==> src/rtl/aux_input_conditioner.sv <==
`default_nettype none
// +--------------------------------------------------------------------------+
// | aux_input_conditioner: 2-FF sync, tick-sampled debounce, rise/fall pulses |
// | Option: AUX_INPUT_REPEAT_EN adds auto-repeat rise pulses on held inputs   |
// | Rev 1.0 - initial release                                                |
// +--------------------------------------------------------------------------+
module aux_input_conditioner #(
  parameter int InWidth     = 17,
  parameter int TickCnt     = 100000,
  parameter int StableTicks = 4,
  parameter int RepeatTicks = 250
) (
  input  logic               clk,
  input  logic               rst_n,
  input  logic [InWidth-1:0] raw_in,
  output logic [InWidth-1:0] level,
  output logic [InWidth-1:0] rise,
  output logic [InWidth-1:0] fall,
  output logic               any_change
);

  localparam int c_tick_w = $clog2(TickCnt);
  localparam int c_cnt_w  = $clog2(StableTicks + 1);
  localparam logic [c_tick_w-1:0] c_tick_last = c_tick_w'(TickCnt - 1);
`ifdef AUX_INPUT_REPEAT_EN
  localparam int c_hold_w = $clog2(RepeatTicks + 1);
`endif

  typedef enum logic [0:0] {
    ST_STABLE = 1'b0,
    ST_CHECK  = 1'b1
  } state_t;

  logic [InWidth-1:0]  r_sync1;
  logic [InWidth-1:0]  r_sync2;
  logic [c_tick_w-1:0] r_tick_cnt;
  logic                w_tick;

  // Empty when the parameters are in range; keeps every parameter referenced.
  if (TickCnt < 2 || StableTicks < 1 || RepeatTicks < 1) begin : g_param_range_invalid
  end

  always_ff @(posedge clk or negedge rst_n) begin
    if (!rst_n) begin
      r_sync1 <= '0;
      r_sync2 <= '0;
    end else begin
      r_sync1 <= raw_in;
      r_sync2 <= r_sync1;
    end
  end

  assign w_tick = (r_tick_cnt == c_tick_last);

  always_ff @(posedge clk or negedge rst_n) begin
    if (!rst_n) r_tick_cnt <= '0;
    else        r_tick_cnt <= w_tick ? '0 : r_tick_cnt + 1'b1;
  end

  for (genvar gi = 0; gi < InWidth; gi++) begin : g_bit
    state_t             r_state;
    state_t             w_state_nxt;
    logic [c_cnt_w-1:0] r_cnt;
    logic [c_cnt_w-1:0] w_cnt_nxt;
    logic               r_level, w_level_nxt;
    logic               r_rise, w_rise_nxt;
    logic               r_fall, w_fall_nxt;
    logic               w_diff;
    logic               w_accept;
`ifdef AUX_INPUT_REPEAT_EN
    logic [c_hold_w-1:0] r_hold;
    logic [c_hold_w-1:0] w_hold_nxt;
`endif

    assign w_diff = r_sync2[gi] ^ r_level;

    always_comb begin
      w_state_nxt = r_state;
      w_cnt_nxt   = r_cnt;
      w_accept    = 1'b0;
      if (w_tick) begin
        case (r_state)
          ST_STABLE: begin
            if (!w_diff) begin
              w_cnt_nxt = '0;
            end else if (StableTicks == 1) begin
              w_accept = 1'b1;
            end else begin
              w_state_nxt = ST_CHECK;
              w_cnt_nxt   = c_cnt_w'(1);
            end
          end
          ST_CHECK: begin
            if (!w_diff) begin
              w_state_nxt = ST_STABLE;
              w_cnt_nxt   = '0;
            end else if (int'(r_cnt) + 1 >= StableTicks) begin
              w_accept = 1'b1;
            end else begin
              w_cnt_nxt = r_cnt + 1'b1;
            end
          end
          default: begin
            w_state_nxt = ST_STABLE;
            w_cnt_nxt   = '0;
          end
        endcase
      end
      if (w_accept) begin
        w_state_nxt = ST_STABLE;
        w_cnt_nxt   = '0;
      end
    end

    always_comb begin
      w_level_nxt = r_level;
      w_rise_nxt  = 1'b0;
      w_fall_nxt  = 1'b0;
      if (w_accept) begin
        w_level_nxt = r_sync2[gi];
        w_rise_nxt  = r_sync2[gi];
        w_fall_nxt  = ~r_sync2[gi];
      end
`ifdef AUX_INPUT_REPEAT_EN
      // Hold time restarts on any disagreement, so only an unbroken high run repeats.
      w_hold_nxt = r_hold;
      if (w_accept || (w_tick && w_diff) || !r_level) begin
        w_hold_nxt = '0;
      end else if (w_tick && r_state == ST_STABLE) begin
        if (int'(r_hold) + 1 >= RepeatTicks) begin
          w_hold_nxt = '0;
          w_rise_nxt = 1'b1;
        end else begin
          w_hold_nxt = r_hold + 1'b1;
        end
      end
`endif
    end

    always_ff @(posedge clk or negedge rst_n) begin
      if (!rst_n) begin
        r_state <= ST_STABLE;
        r_cnt   <= '0;
        r_level <= 1'b0;
        r_rise  <= 1'b0;
        r_fall  <= 1'b0;
`ifdef AUX_INPUT_REPEAT_EN
        r_hold  <= '0;
`endif
      end else begin
        r_state <= w_state_nxt;
        r_cnt   <= w_cnt_nxt;
        r_level <= w_level_nxt;
        r_rise  <= w_rise_nxt;
        r_fall  <= w_fall_nxt;
`ifdef AUX_INPUT_REPEAT_EN
        r_hold  <= w_hold_nxt;
`endif
      end
    end

    assign level[gi] = r_level;
    assign rise[gi]  = r_rise;
    assign fall[gi]  = r_fall;
  end

  assign any_change = |(rise | fall);

endmodule
`default_nettype wire

==> config.mk <==
export PLATFORM = sky130hd
export DESIGN_NAME = aux_input_conditioner
export DESIGN_NICKNAME = d
export VERILOG_FILES = /design/src/rtl/aux_input_conditioner.sv
export SDC_FILE = /design/constraint.sdc
export NUM_CORES = 1
export LEC_CHECK = 0
export ABC_AREA = 1
export ABC_CLOCK_PERIOD_IN_PS = 1800
export CORE_MARGIN = 5
export CORE_UTILIZATION = 58
export DETAILED_ROUTE_END_ITERATION = 8
export HOLD_SLACK_MARGIN = 0.02
export PLACE_DENSITY = 0.8
export SLEW_MARGIN = 10
export SYNTH_ARGS = -nofsm -noshare
export SYNTH_HDL_FRONTEND = slang
export SYNTH_SLANG_ARGS = --single-unit
==> constraint.sdc <==
create_clock -name clk -period 1.8 [get_ports clk]
set_input_delay 0.18 -clock clk [delete_from_list [all_inputs] [get_ports clk]]
set_output_delay 0.18 -clock clk [all_outputs]
set_load 0.01 [all_outputs]
==> impl_metrics.tcl <==
set metrics [dict create \
    regToRegStartpoint "r_tick_cnt[0]" \
    mean_area_per_synthesized_cell_um2 8.12 \
    io_buffer_count 70 \
    cts_h_tree_lvls 4 \
    mappedNetlistArea_mm2 0.00832 \
    final_antenna_net_count 0 \
    hold_violations 0 \
    drt_iter0_drc 487 \
    worst_case_setup_margin_in_the_final_layout_ns 0.0384 \
    placed_cell_area_mm2 0.00888 \
    clock-sinks 170 \
    detail_route.first_pass.iterations 6 \
    count_of_final_setup_violators 0 \
    via_count 6600 \
    die_height_um 130 \
    setup_slack_of_the_most_critical_reg_to_reg_path_ns 0.04 \
    rows 43 \
    worst_pin_slew_ns 0.563 \
    drive_gt1_frac 0.0829 \
    rsz0062_at_grt "true" \
    power_density_mw_per_mm2 764 \
    highest_fanout_seen_on_the_critical_path 31 \
    yosysMostFrequentCell "nand2_1" \
    cp-start-kind "flop" \
    place_ws_ns 0.0587 \
    syn2layout_area_growth_pct 17.0 \
    synth_cell_type_count 25 \
    viasPerCell 5.21 \
    route.final.wire_length_mm 18.2 \
    worst-endpoint-arrival_ns 2.10 \
    synth-edff-count 0 \
    clk_pin_slew_worst_paths_ns 0.06 \
    total_power_mw 7.44 \
    antenna_violations_before_repair 0 \
    r2r-end "g_bit[4].r_state" \
    global_route_usage_sum 0.216 \
    max_clock_buf_depth 2 \
    crit_path_frequent_cell "nor2_4" \
    worstSetupPathType "flop to flop" \
    timing.critical_path.cells "ha_2 -> nand2_2 -> nor2_4 -> nand3_2 -> nor2_4 -> buf_12 -> clkbuf_16 -> nand2_1 -> o21ai_0" \
    grt_pass1_wl_mm 29.0 \
    timing.clock.skew_ns 0.00954 \
    post-synth-top-area-fraction 0.511 \
    final-max-slew-violation-count 0 \
    max_freq_ghz 0.568 \
    timing.reg2reg.worst_path_depth 9 \
    hp-class "input port to flop" \
    placeable_area_mm2 0.0140 \
    syn_nets 1061 \
    floorplan.die_area_mm2 0.0168 \
    io_pins 71 \
    ys_seq_area_frac 0.511 \
    yosys-top-cells-count "nand2_1, dfrtp_1, nor2_1" \
    initial_util 0.595 \
    final_core_utilization 0.696 \
    period_minus_slack_ns 1.76 \
    grt_start_max_net_pins 63 \
    drc_errors 0 \
    clk_latency_ns 0.43 \
    final.fill_count 1056 \
    crit_path_start "r_tick_cnt[0]" \
    placed_wire_length_estimate_after_detailed_placement_mm 11.3 \
    finish.instance_area_mm2 0.00974 \
    hold_path_depth 1 \
    first_global_vias 6216 \
    global_route.overflow_total 0 \
    synthCells 1024 \
    postSynth.topFlopCell "dfrtp_1" \
    async_reset_ff_frac 1.00 \
    status "completed" \
    diodes 0 \
    worstSetupEndpoint "g_bit[4].r_state" \
    cts_tree "yes" \
    endpoint_kind "flop" \
    ys_ff_latch 170 \
    finish.net_count 1110 \
    timing.critical_path.slowest_stage_cell "dfrtp_1" \
    synth_area_leader_cell "dfrtp_1" \
    cap_viol_max_count 0 \
    routabilityCongestion 0.837 \
    vdd_drop_max_v 0.000662 \
    post_drt_wl_per_cell_um 14.4 \
    ys.warnings.count 0 \
    layout_worst_path_cycle_share 0.979 \
    worst_path_largest_cell_delay_ns 0.41 \
    clk_root_buffer_cell "clkbuf_16" \
    numCtsBuffers 17 \
    max-slew-margin-rel 0.624 \
    synth_area_leaders "dfrtp_1, nand2_1, nor2_1" \
    leakage_nw 4.95 \
    crit_required_ns 2.14 \
    dieWidth_um 130 \
]
-- critical path: cells and delay by family (launching register included) --
kind / cells / cell delay [ns]
and+or+nand+nor: 5 / 0.62
DFF: 1 / 0.41
buffers and inverters: 2 / 0.37
adders and majority gates: 1 / 0.22
AOI/OAI and AO/OA: 1 / 0.08
-- where the power goes --
| group | internal, mW | switching, mW |
|---|---|---|
| registers | 3.86 | 0.0280 |
| logic | 0.0704 | 0.124 |
| clock network | 1.87 | 1.48 |
| total | 5.80 | 1.64 |
-- area by class of cell --
cell class,count,area [um2],area share
clock buffers,22,474,0.0487
clock inverters,10,68.8,0.00707
inverters,124,465,0.0478
multi-input cells,657,3080,0.316
flip-flops and latches,170,4250,0.437
well taps,180,225,0.0231
repair buffers,103,1170,0.120
-- kinds of logic (layout without fill, tap and decap cells) --
| family | after synthesis | in the layout | synth area share |
|---|---|---|---|
| compound gates | 43 | 43 | 0.0289 |
| buf+inv | 197 | 259 | 0.123 |
| fa+ha+maj | 18 | 18 | 0.0271 |
| xor+xnor | 9 | 9 | 0.00948 |
| simple gates | 587 | 587 | 0.300 |
| flops | 170 | 170 | 0.511 |
-- cell usage in the layout (no fill, tap or decap) --
cell type | Yosys | final
a21boi_0 | 10 | 10
a21oi_1 | 16 | 16
buf_12 | 0 | 9
buf_2 | 4 | 1
buf_4 | 53 | 16
buf_6 | 9 | 2
clkbuf_1 | 3 | 2
clkbuf_16 | 0 | 23
clkbuf_8 | 0 | 3
clkdlybuf4s50_1 | 0 | 68
clkinv_2 | 0 | 4
clkinv_4 | 0 | 2
clkinvlp_4 | 0 | 3
dfrtp_1 | 170 | 170
dlygate4sd3_1 | 0 | 1
ha_1 | 18 | 17
ha_2 | 0 | 1
inv_1 | 124 | 124
inv_6 | 0 | 1
nand2_1 | 303 | 303
nand2_2 | 3 | 2
nand2_4 | 0 | 1
nand3_1 | 61 | 56
nand3_2 | 11 | 16
nand4_1 | 41 | 41
nor2_1 | 158 | 158
nor2_2 | 1 | 1
nor2_4 | 3 | 3
nor3_1 | 4 | 4
nor3_2 | 1 | 1
nor4_2 | 0 | 1
o21ai_0 | 17 | 17
xor2_1 | 9 | 9
-- how the worst min path moves through the flow --
| stage | start | endpoint | slack [ns] |
|---|---|---|---|
| 6_report | raw_in[1] | r_sync1[1] | 0.19 |
| 5_1_grt | raw_in[5] | r_sync1[5] | 0.17 |
| 4_1_cts | raw_in[3] | r_sync1[3] | 0.18 |
| 3_5_place_dp | rst_n | r_sync1[3] | 0.16 |
| 3_3_place_gp | rst_n | g_bit[2].r_state | 0.16 |
| 2_1_floorplan | rst_n | g_bit[0].r_cnt[0] | -0.12 |
-- sequential cells by signal (all words and copies together) (netlist names) --
name and cells:
r_tick_cnt 17, g_bit.r_state 17, g_bit.r_level 17, g_bit.r_rise 17
g_bit.r_cnt 51, r_sync1 17, g_bit.r_fall 17, r_sync2 17
-- routing by layer --
layer | global-route usage | up-vias | wire (um)
li1 | - | 3247 | -
met1 | 0.287 | 3147 | 8090
met2 | 0.357 | 182 | 8830
met3 | 0.0532 | 24 | 1070
met4 | 0.0642 | 0 | 226
met5 | 0 | - | 0
-- timing repair --
action / CTS / global route
cloned: 0 / 7
setup buffers: 3 / 6
hold buffers: 1 / 0
resized for setup: 5 / 7
hold endpoints to repair: 43 / 0
setup endpoints to repair: 1 / 48
pin swaps: 3 / 15
-- through the flow --
step           TNS, ns  hold slack (ns)  std cells
3_5_place_dp         0            0.162       1217
6_report             0            0.191       1266
5_1_grt         -0.781            0.174       1266
3_3_place_gp         0            0.160       1217
4_1_cts        -0.0115            0.181       1253
2_1_floorplan        0           -0.116       1024
Note: power is estimated with default switching activity, not from simulation.
